==> src/rtl/rx_stream_packer_pkg.sv <==
// Shared widths and output FSM encoding for the receive-side stream packer.
package rx_stream_packer_pkg;

  localparam int unsigned StreamWidth = 32;
  localparam int unsigned OvfWidth    = 16;

  typedef enum logic [1:0] {
    StIdle  = 2'd0,
    StSendI = 2'd1,
    StSendQ = 2'd2
  } tx_state_e;

endpackage

==> src/rtl/rx_stream_packer_if.sv <==
// AXI4-Stream beat channel carrying sign-extended I/Q words.
interface rx_stream_packer_if;
  import rx_stream_packer_pkg::*;

  logic [StreamWidth-1:0] tdata;
  logic                   tvalid;
  logic                   tready;
  logic                   tlast;

  modport master (output tdata, output tvalid, output tlast, input tready);
  modport slave  (input tdata, input tvalid, input tlast, output tready);

endinterface

==> src/rtl/rx_stream_packer_sync_fifo.sv <==
// Single-clock FWFT FIFO; exposes the head, the entry behind it and the fill level.
module rx_stream_packer_sync_fifo #(
    parameter int unsigned Width     = 48,
    parameter int unsigned DepthLog2 = 4
) (
    input  logic                 clk_i,
    input  logic                 rst_ni,
    input  logic                 push_i,
    input  logic [Width-1:0]     wdata_i,
    input  logic                 pop_i,
    output logic [Width-1:0]     head_o,
    output logic [Width-1:0]     head_next_o,
    output logic [DepthLog2:0]   level_o,
    output logic                 full_o,
    output logic                 empty_o
);

  localparam int unsigned Depth = 1 << DepthLog2;
  localparam logic [DepthLog2:0]   PtrOne = 1;
  localparam logic [DepthLog2-1:0] IdxOne = 1;

  logic [Width-1:0]   mem_q [Depth];
  logic [DepthLog2:0] wr_ptr_q, wr_ptr_d;
  logic [DepthLog2:0] rd_ptr_q, rd_ptr_d;
  logic               do_push, do_pop;

  // Extra MSB distinguishes full from empty when the index bits match.
  assign empty_o = (wr_ptr_q == rd_ptr_q);
  assign full_o  = (wr_ptr_q[DepthLog2] != rd_ptr_q[DepthLog2]) &&
                   (wr_ptr_q[DepthLog2-1:0] == rd_ptr_q[DepthLog2-1:0]);
  assign level_o = wr_ptr_q - rd_ptr_q;

  assign do_push = push_i & ~full_o;
  assign do_pop  = pop_i & ~empty_o;

  assign head_o      = mem_q[rd_ptr_q[DepthLog2-1:0]];
  assign head_next_o = mem_q[rd_ptr_q[DepthLog2-1:0] + IdxOne];

  always_comb begin
    wr_ptr_d = wr_ptr_q;
    rd_ptr_d = rd_ptr_q;
    if (do_push) wr_ptr_d = wr_ptr_q + PtrOne;
    if (do_pop)  rd_ptr_d = rd_ptr_q + PtrOne;
  end

  always_ff @(posedge clk_i) begin
    if (!rst_ni) begin
      wr_ptr_q <= '0;
      rd_ptr_q <= '0;
    end else begin
      wr_ptr_q <= wr_ptr_d;
      rd_ptr_q <= rd_ptr_d;
    end
  end

  always_ff @(posedge clk_i) begin
    if (do_push) mem_q[wr_ptr_q[DepthLog2-1:0]] <= wdata_i;
  end

endmodule

==> src/rtl/rx_stream_packer.sv <==
// Buffers decimated I/Q pairs and emits them as I-then-Q AXI4-Stream beats with framed TLAST.
module rx_stream_packer
  import rx_stream_packer_pkg::*;
#(
    parameter int unsigned SampleWidth   = 24,
    parameter int unsigned FifoDepthLog2 = 4,
    parameter int unsigned FrameSamples  = 256
) (
    input  logic                   clock_i,
    input  logic                   not_reset_i,
    input  logic                   enable_i,
    input  logic                   in_strobe_i,
    input  logic [SampleWidth-1:0] in_i_i,
    input  logic [SampleWidth-1:0] in_q_i,
    input  logic                   clear_overflow_i,
    output logic [OvfWidth-1:0]    overflow_count_o,
    rx_stream_packer_if.master     m
);

  localparam int unsigned PairWidth = 2 * SampleWidth;
  localparam int unsigned FrameCntWidth = (FrameSamples > 1) ? $clog2(FrameSamples) : 1;
  localparam logic [FrameCntWidth-1:0] FrameLast   = FrameCntWidth'(FrameSamples - 1);
  localparam logic [FrameCntWidth-1:0] FrameOne    = 1;
  localparam logic [OvfWidth-1:0]      OvfOne      = 1;
  localparam logic [FifoDepthLog2:0]   LevelTwo    = 2;

  function automatic logic [StreamWidth-1:0] sext(input logic [SampleWidth-1:0] s);
    return StreamWidth'($signed(s));
  endfunction

  logic [PairWidth-1:0]     fifo_head, fifo_head_next, next_pair;
  logic [FifoDepthLog2:0]   fifo_level;
  logic                     fifo_full, fifo_empty;
  logic                     push, drop, pop, more_after_pop;

  tx_state_e                state_q;
  logic                     tvalid_q, tlast_q;
  logic [StreamWidth-1:0]   tdata_q;
  logic [FrameCntWidth-1:0] frame_cnt_q;
  logic [OvfWidth-1:0]      ovf_q, ovf_d;

  // Full comes from registered pointers, so a same-cycle pop never rescues a strobe.
  assign push = in_strobe_i & enable_i & ~fifo_full;
  assign drop = in_strobe_i & enable_i & fifo_full;
  assign pop  = (state_q == StSendQ) & m.tready;

  // A write landing in the same cycle as the last pop keeps the stream going back-to-back.
  assign more_after_pop = (fifo_level >= LevelTwo) | push;
  assign next_pair      = (fifo_level >= LevelTwo) ? fifo_head_next : {in_i_i, in_q_i};

  rx_stream_packer_sync_fifo #(
      .Width    (PairWidth),
      .DepthLog2(FifoDepthLog2)
  ) u_fifo (
      .clk_i      (clock_i),
      .rst_ni     (not_reset_i),
      .push_i     (push),
      .wdata_i    ({in_i_i, in_q_i}),
      .pop_i      (pop),
      .head_o     (fifo_head),
      .head_next_o(fifo_head_next),
      .level_o    (fifo_level),
      .full_o     (fifo_full),
      .empty_o    (fifo_empty)
  );

  always_comb begin
    ovf_d = ovf_q;
    if (clear_overflow_i) begin
      ovf_d = '0;
    end else if (drop && (ovf_q != '1)) begin
      ovf_d = ovf_q + OvfOne;
    end
  end

  always_ff @(posedge clock_i) begin
    if (!not_reset_i) begin
      state_q     <= StIdle;
      tvalid_q    <= 1'b0;
      tlast_q     <= 1'b0;
      tdata_q     <= '0;
      frame_cnt_q <= '0;
      ovf_q       <= '0;
    end else begin
      ovf_q <= ovf_d;
      unique case (state_q)
        StIdle: begin
          if (!fifo_empty) begin
            state_q  <= StSendI;
            tvalid_q <= 1'b1;
            tlast_q  <= 1'b0;
            tdata_q  <= sext(fifo_head[PairWidth-1:SampleWidth]);
          end
        end
        StSendI: begin
          if (m.tready) begin
            state_q <= StSendQ;
            tdata_q <= sext(fifo_head[SampleWidth-1:0]);
            tlast_q <= (frame_cnt_q == FrameLast);
          end
        end
        StSendQ: begin
          if (m.tready) begin
            tlast_q <= 1'b0;
            if (enable_i) begin
              frame_cnt_q <= (frame_cnt_q == FrameLast) ? '0 : frame_cnt_q + FrameOne;
            end
            if (more_after_pop) begin
              state_q <= StSendI;
              tdata_q <= sext(next_pair[PairWidth-1:SampleWidth]);
            end else begin
              state_q  <= StIdle;
              tvalid_q <= 1'b0;
              tdata_q  <= '0;
            end
          end
        end
        default: begin
          state_q  <= StIdle;
          tvalid_q <= 1'b0;
          tlast_q  <= 1'b0;
          tdata_q  <= '0;
        end
      endcase
    end
  end

  assign m.tvalid         = tvalid_q;
  assign m.tdata          = tdata_q;
  assign m.tlast          = tlast_q;
  assign overflow_count_o = ovf_q;

endmodule

==> src/flat_wrapper.sv <==
// flat-port wrapper written by rule: the top's interface ports become plain ports
module rx_stream_packer_flat import rx_stream_packer_pkg::*;
#(
    parameter int unsigned SampleWidth   = 24,
    parameter int unsigned FifoDepthLog2 = 4,
    parameter int unsigned FrameSamples  = 256
)
  (clock_i, not_reset_i, enable_i, in_strobe_i, in_i_i, in_q_i, clear_overflow_i, overflow_count_o, m_tdata, m_tvalid, m_tlast, m_tready);
  rx_stream_packer_if m_i ();
  input  logic clock_i;
  input  logic not_reset_i;
  input  logic enable_i;
  input  logic in_strobe_i;
  input  logic [SampleWidth-1:0] in_i_i;
  input  logic [SampleWidth-1:0] in_q_i;
  input  logic clear_overflow_i;
  output logic [OvfWidth-1:0] overflow_count_o;
  output wire logic [$bits(m_i.tdata)-1:0] m_tdata;
  output wire logic [$bits(m_i.tvalid)-1:0] m_tvalid;
  output wire logic [$bits(m_i.tlast)-1:0] m_tlast;
  input wire logic [$bits(m_i.tready)-1:0] m_tready;
  assign m_tdata = m_i.tdata;
  assign m_tvalid = m_i.tvalid;
  assign m_tlast = m_i.tlast;
  assign m_i.tready = m_tready;
  rx_stream_packer #(.SampleWidth(SampleWidth), .FifoDepthLog2(FifoDepthLog2), .FrameSamples(FrameSamples)) u_core (.clock_i(clock_i), .not_reset_i(not_reset_i), .enable_i(enable_i), .in_strobe_i(in_strobe_i), .in_i_i(in_i_i), .in_q_i(in_q_i), .clear_overflow_i(clear_overflow_i), .overflow_count_o(overflow_count_o), .m(m_i));
endmodule
==> config.mk <==
export PLATFORM = sky130hd
export DESIGN_NAME = rx_stream_packer_flat
export DESIGN_NICKNAME = d
export VERILOG_FILES = /design/src/rtl/rx_stream_packer_pkg.sv /design/src/rtl/rx_stream_packer_if.sv /design/src/rtl/rx_stream_packer_sync_fifo.sv /design/src/rtl/rx_stream_packer.sv /design/src/flat_wrapper.sv
export SDC_FILE = /design/constraint.sdc
export NUM_CORES = 1
export LEC_CHECK = 0
export BUFFER_PORTS_ARGS = -buffer_cell sky130_fd_sc_hd__buf_2
export CORE_MARGIN = 4
export CORE_UTILIZATION = 40
export CTS_BUF_LIST = sky130_fd_sc_hd__clkbuf_4 sky130_fd_sc_hd__clkbuf_8 sky130_fd_sc_hd__clkbuf_16
export DETAILED_ROUTE_END_ITERATION = 16
export PLACE_DENSITY_LB_ADDON = 0.3
export SYNTH_ARGS = -nofsm -noshare
export SYNTH_HDL_FRONTEND = slang
export SYNTH_HIERARCHICAL = 1
export SYNTH_SLANG_ARGS = --single-unit
export TNS_END_PERCENT = 10
==> constraint.sdc <==
create_clock -name clock_i -period 6.4 [get_ports clock_i]
set_input_delay 1.92 -clock clock_i [delete_from_list [all_inputs] [get_ports clock_i]]
set_output_delay 1.92 -clock clock_i [all_outputs]
set_load 0.02 [all_outputs]
==> results of run 1 <==
-- cell usage in the layout (no fill, tap or decap), types with 5 or more instances in the layout --
| master | instances |
|---|---|
| a21oi_1 | 39 |
| a221o_1 | 24 |
| a22oi_1 | 97 |
| and2_1 | 10 |
| and3b_1 | 24 |
| buf_12 | 6 |
| buf_2 | 103 |
| buf_4 | 51 |
| bufinv_16 | 15 |
| clkbuf_16 | 93 |
| clkbuf_4 | 19 |
| clkinv_1 | 12 |
| clkinv_2 | 8 |
| clkinvlp_4 | 11 |
| dfxtp_1 | 63 |
| edfxtp_1 | 768 |
| ha_1 | 10 |
| inv_1 | 13 |
| inv_6 | 5 |
| mux4_2 | 288 |
| nand2_1 | 112 |
| nand2b_1 | 6 |
| nand3_1 | 12 |
| nand4_1 | 32 |
| nor2_1 | 18 |
| nor2_4 | 13 |
| nor3_1 | 7 |
| nor3_2 | 5 |
| nor4_1 | 5 |
| o211ai_1 | 6 |
| o21ai_0 | 52 |
| o21ai_1 | 6 |
| o2bb2ai_1 | 24 |
| o31ai_1 | 7 |
| o41a_1 | 24 |
| or3_1 | 6 |
| or4_1 | 6 |
| xnor2_1 | 9 |
-- sequential cells by signal, indices dropped and copies added, names as in the netlist, named ones only --
signal and count:
u_core/frame_cnt_q 8, u_core/m.tdata 24, u_core/m.tlast 1, u_core/m.tvalid 1, u_core/overflow_count_o 16, u_core/state_q 2, u_core/u_fifo/mem_q 768, u_core/u_fifo/rd_ptr_q 5
u_core/u_fifo/wr_ptr_q 5
-- how the worst max path moves through the flow --
stage	to	slack, ns	cells after the start
finish	u_core/u_fifo/mem_q[5][32]	1.76	9
global route	u_core/u_fifo/mem_q[5][32]	1.62	9
CTS	u_core/u_fifo/mem_q[5][32]	1.83	9
detailed placement	u_core/u_fifo/mem_q[5][9]	1.61	7
global placement	u_core/u_fifo/mem_q[5][32]	1.67	7
floorplan	u_core/u_fifo/mem_q[0][0]	0.1	5
-- stage by stage --
step           setup WS, ns  instances
2_1_floorplan        0.0994       1920
3_3_place_gp           1.67       3079
3_5_place_dp           1.61       3079
4_1_cts                1.83       3249
5_1_grt                1.62       3249
6_report               1.76       3252
-- worst reg2reg max path, delay by kind of cell, from the launching register on --
family,cells,cell delay [ns]
compound gates,1,0.28
buf+inv,2,0.73
flops,1,0.87
fa+ha+maj,1,0.40
simple gates,5,1.96
-- routing by layer --
metal	wire (um)	vias up	GRT usage, %
li1	-	8250	-
met1	38600	10899	27.9
met2	47000	1011	33.0
met3	8550	178	4.60
met4	3010	0	7.04
met5	0	-	0
-- cell type report --
| class | count | area, um^2 | share of cell area, % |
|---|---|---|---|
| sequential | 834 | 24400 | 59.6 |
| multi-input combinational | 906 | 10700 | 26.3 |
| clock buffer | 116 | 2520 | 6.17 |
| tap | 1165 | 1460 | 3.56 |
| timing repair buffer | 160 | 1020 | 2.49 |
| clock inverter | 54 | 722 | 1.76 |
| inverter | 14 | 52.6 | 0.128 |
| antenna | 3 | 7.51 | 0.0183 |
-- power groups by stage --
stage	Sequential, uW	Combinational (uW)	Clock (uW)
6_report	6030	450	5570
5_1_grt	6030	482	5930
4_1_cts	6030	453	5680
3_5_place_dp	6140	450	0
3_3_place_gp	6140	442	0
2_1_floorplan	6160	207	0
==> qor.yml, run 1 <==
clock_tree:
  cts.clk_slew.worst_paths_ns: 0.06
  ctsResizeCount: 0
  worstSkewPairLatency_ns: 0.65
  post_cts_buffers: 0
  htree_levels: 3
  cts_buffers: 91
  cts_max_path_buffers: 3
  holdBufCountCts: 0
  clock-sinks: 834
  cts_tree: "built"
  clockRootBuffer: "clkbuf_16"
drt:
  dr.pass1.iters: 6
  avgViaCountPerCell: 6.25
  initialDrtViolationCount: 2623
  ant_nets: 0
  wire_per_inst_um: 29.9
  drt_wl_total_um: 97200
  drc_errors: 0
  vias: 20338
floorplan:
  core_area_um2: 88600
  num_io_pins: 104
  die_w_um: 307
  rows: 109
  fp.dieH_um: 307
  initial_utilization_pct: 40.4
  dieArea_um2: 94300
worst_setup_path:
  cp_max_fo: 49
  max_stage_delay_ns: 0.87
  crit_arrival_ns: 4.92
  crit_type: "reg2reg"
  cp_cell_sequence: "ha_1 > nand4_1 > nor2_1 > nand3b_1 > inv_1 > o21a_1 > nand2_1 > nor2_4 > buf_4"
  critPathTopFamily: "simple AND/OR/NAND/NOR gates"
  start_kind: "flip-flop"
  worst-r2r-setup-slack_ns: 1.76
  r2r-end: "u_core/u_fifo/mem_q[5][32]"
  critPathBufInv: 2
  reg2regPathDepth: 9
  slowest_stage: "dfxtp_4"
  timing.rr.start: "u_core/u_fifo/rd_ptr_q[0]"
  endpoint_kind: "flip-flop"
  crit_start: "u_core/u_fifo/rd_ptr_q[0]"
  cp.required_ns: 6.68
pwr:
  p_sw_uw: 2490
  swShare_pct: 20.7
  pwr-share-seq_pct: 50.0
  power_density_nw_per_um2: 294
  intPower_uw: 9550
  finalPower_uw: 12000
  p_comb_share_pct: 3.7
  p_leak_uw: 0.0127
  peakVddDrop_uv: 183
  pwr-share-clk_pct: 46.2
synthesis:
  synth.avg_cell_area_um2: 18.6
  syn_inst: 1920
  syn_area_um2: 35800
  yosysWarnings: 6
  syn_nets: 1986
placement:
  gp_congestion: 0.807
  dpl-instance-area_um2: 37700
  dp_hpwl_um: 55500
  port_buffers: 103
global_route:
  grt_usage_pct: 20.5
  grt_max_degree: 72
  grt_antenna_before_repair: 3
  grt_pass1_wl_um: 143000
  grt_pass1_vias: 20721
  grt-ovfl-total: 0
final_layout:
  finish.utilization_pct: 46.2
  fin_nets: 2073
  fillCellCount: 7415
  layout-drive-gt1-share_pct: 31.4
  area_delta_synth_final_pct: 14.3
  final_cell_area_um2: 40900
timing:
  final-max-slew-violation-count: 0
  period_share_pct: 72.5
  setup_tns_ns: 0
  hold_violations: 0
  clock-skew-final_ns: 0.0320
  setup_viol: 0
  hold-worst-slack_ns: 0.461
  fin_crit_ns: 4.64
  fmax_ghz: 0.215
  slew_headroom_pct: 15.4
  tightest_slew_ns: 1.27
  rsz0062_at_grt: "false"
hold_path:
  whs_endpoint: "u_core/m.tdata[7]"
  hold_class: "reg2reg"
  min_path_cells: 1
  hp-start: "u_core/m.tdata[7]"
status:
  outcome: "completed"
job:
  drv_cap: 0
No activity file was read; power rests on OpenSTA's default activity.
==> inputs of run 2 (changes only) <==
--- a/config.mk
+++ b/config.mk
@@ -5,6 +5,7 @@
 export SDC_FILE = /design/constraint.sdc
 export NUM_CORES = 1
 export LEC_CHECK = 0
+export ABC_AREA = 1
 export BUFFER_PORTS_ARGS = -buffer_cell sky130_fd_sc_hd__buf_2
 export CORE_MARGIN = 4
 export CORE_UTILIZATION = 40
==> constraint.sdc (replaced) <==
create_clock -name clock_i -period 4.5 [get_ports clock_i]
set_input_delay 1.35 -clock clock_i [delete_from_list [all_inputs] [get_ports clock_i]]
set_output_delay 1.35 -clock clock_i [all_outputs]
set_load 0.02 [all_outputs]
==> run 2 against run 1 <==
  * Via count increased by 56%
  * Register-to-register slack worse by 0.99 ns
  * Clock power rose by 30%
  * Flip-flop and latch count did not move
  * Combinational power grew to 3.4 times the previous value
  * Routed wire length is 22% higher
  * Critical path depth up 3
  * First-iteration DRC count up 38%
  * Sequential power increased by 43%
  * Final area up 12%
  * Synthesized area rose by 15%
  * Worst hold slack improved by 0.0030 ns
==> qor.yml, run 2 <==
clock_tree:
  cts_buffers: 91
  cts_max_path_buffers: 3
  cts.clk_slew.worst_paths_ns: 0.06
  clock-sinks: 834
  post_cts_buffers: 0
  worstSkewPairLatency_ns: 0.67
  clockRootBuffer: "clkbuf_16"
  ctsResizeCount: 0
  holdBufCountCts: 0
  cts_tree: "built"
  htree_levels: 3
worst_setup_path:
  cp.required_ns: 4.77
  timing.rr.start: "u_core/u_fifo/rd_ptr_q[2]"
  reg2regPathDepth: 12
  worstSetupPathDepth: 12
  critPathTopFamily: "simple AND/OR/NAND/NOR gates"
  worst-r2r-setup-slack_ns: 0.76
  crit_arrival_ns: 4.01
  slowest_stage: "buf_4"
  cp_max_fo: 35
  cpMostUsedCell: "nand2_1"
  critPathBufInv: 4
  max_stage_delay_ns: 0.62
  cp_cell_sequence: "inv_1 > ha_1 > nand2_1 > nor2_1 > nand2_1 > inv_1 > nor2_2 > nand2_1 > inv_1 > nand2_1 > nor2_4 > buf_4"
  start_kind: "flip-flop"
  r2r-end: "u_core/u_fifo/mem_q[13][19]"
  endpoint_kind: "flip-flop"
  crit_type: "reg2reg"
timing:
  final-max-slew-violation-count: 0
  hold-worst-slack_ns: 0.464
  fmax_ghz: 0.268
  tightest_slew_ns: 1.16
  fin_crit_ns: 3.74
  setup_tns_ns: 0
  setup_viol: 0
  setup_slack_ns: 0.764
  clock-skew-final_ns: 0.0310
  rsz0062_at_grt: "false"
  slew_headroom_pct: 22.6
  hold_violations: 0
  period_share_pct: 83.0
hold_path:
  hp-start: "u_core/m.tdata[20]"
  hold_class: "reg2reg"
  whs_endpoint: "u_core/m.tdata[20]"
  min_path_cells: 2
drt:
  drt_wl_total_um: 118000
  initialDrtViolationCount: 3613
  avgViaCountPerCell: 5.15
  vias: 31777
  ant_nets: 0
  dr.pass1.iters: 6
  wire_per_inst_um: 19.2
  drc_errors: 0
pwr:
  power_density_nw_per_um2: 379
  finalPower_uw: 17400
  p_leak_uw: 0.0200
  peakVddDrop_uv: 274
floorplan:
  fp.dieH_um: 328
  core_area_um2: 102000
  num_io_pins: 104
  rows: 117
  initial_utilization_pct: 40.3
  die_w_um: 328
  dieArea_um2: 108000
final_layout:
  area_delta_synth_final_pct: 12.0
  layout-drive-gt1-share_pct: 7.99
  final_common_cell: "nand2_1"
  fin_cells: 6167
  most-common-layout-cells: "nand2_1, nand3_1, inv_1"
  fillCellCount: 9516
  largest_reg_flops: 768
  fin_nets: 4792
synthesis:
  yosysWarnings: 6
  syn_nets: 4831
  syn_inst: 4765
  syn_area_um2: 41000
  synth.avg_cell_area_um2: 8.61
placement:
  place_inst: 6001
  dp_hpwl_um: 67100
  place_ws_ns: 0.706
  gp_congestion: 0.835
  port_buffers: 103
global_route:
  grt_max_degree: 123
  grt_pass1_wl_um: 179000
  grt_pass1_vias: 29489
  grt-ovfl-total: 0
  grt_antenna_before_repair: 8
  grt_usage_pct: 21.5
job:
  drv_cap: 0
status:
  outcome: "completed"
==> run 2: routing by layer <==
| metal | global-route usage, % | part of all wire, % | vias to the layer above |
|---|---|---|---|
| li1 | - | - | 15122 |
| met1 | 29.9 | 42 | 15040 |
| met2 | 34.7 | 46 | 1378 |
| met3 | 3.26 | 8.2 | 233 |
| met4 | 7.13 | 2.9 | 4 |
| met5 | 0 | 0.017 | - |
==> run 2: layout make-up <==
type	instances	area, um^2	share of cell area [%]
well taps	1368	1710	3.73
repair buffers	178	1350	2.95
inverters	839	3170	6.91
diodes	6	15.0	0.0327
clock buffers	115	2460	5.35
multi-input cells	2782	12400	27.0
clock inverters	45	439	0.956
flip-flops and latches	834	24400	53.1
==> run 2: worst max-delay path by stage <==
| stage | start | endpoint |
|---|---|---|
| 6_report | u_core/u_fifo/rd_ptr_q[2] | u_core/u_fifo/mem_q[13][19] |
| 3_5_place_dp | enable_i | u_core/u_fifo/mem_q[13][20] |
| 2_1_floorplan | enable_i | u_core/u_fifo/mem_q[0][0] |
| 5_1_grt | u_core/u_fifo/rd_ptr_q[2] | u_core/u_fifo/mem_q[13][22] |
| 3_3_place_gp | enable_i | u_core/u_fifo/mem_q[13][20] |
| 4_1_cts | u_core/u_fifo/rd_ptr_q[2] | u_core/u_fifo/mem_q[13][19] |
==> run 2: through the flow <==
| stage | cell area [um^2] | util, % |
|---|---|---|
| after detailed placement | 43000 | 42.3 |
| after global placement | 43000 | 42.3 |
| after floorplan | 41000 | - |
| after CTS | 45900 | 45.1 |
| final | 45900 | 45.1 |
| after global routing | 45900 | 45.1 |
==> run 2: tightest hold or removal path, cell delays in order (launching register included) <==
cell and delay (ns):
dfxtp_1 0.31, nand2_1 0.06, a21oi_1 0.05
==> run 2: power by group <==
part | switching [uW] | total, uW | internal, uW
Sequential | 63.9 | 8620 | 8560
Combinational | 1160 | 1550 | 396
Clock | 3080 | 7250 | 4170
Total | 4300 | 17400 | 13100
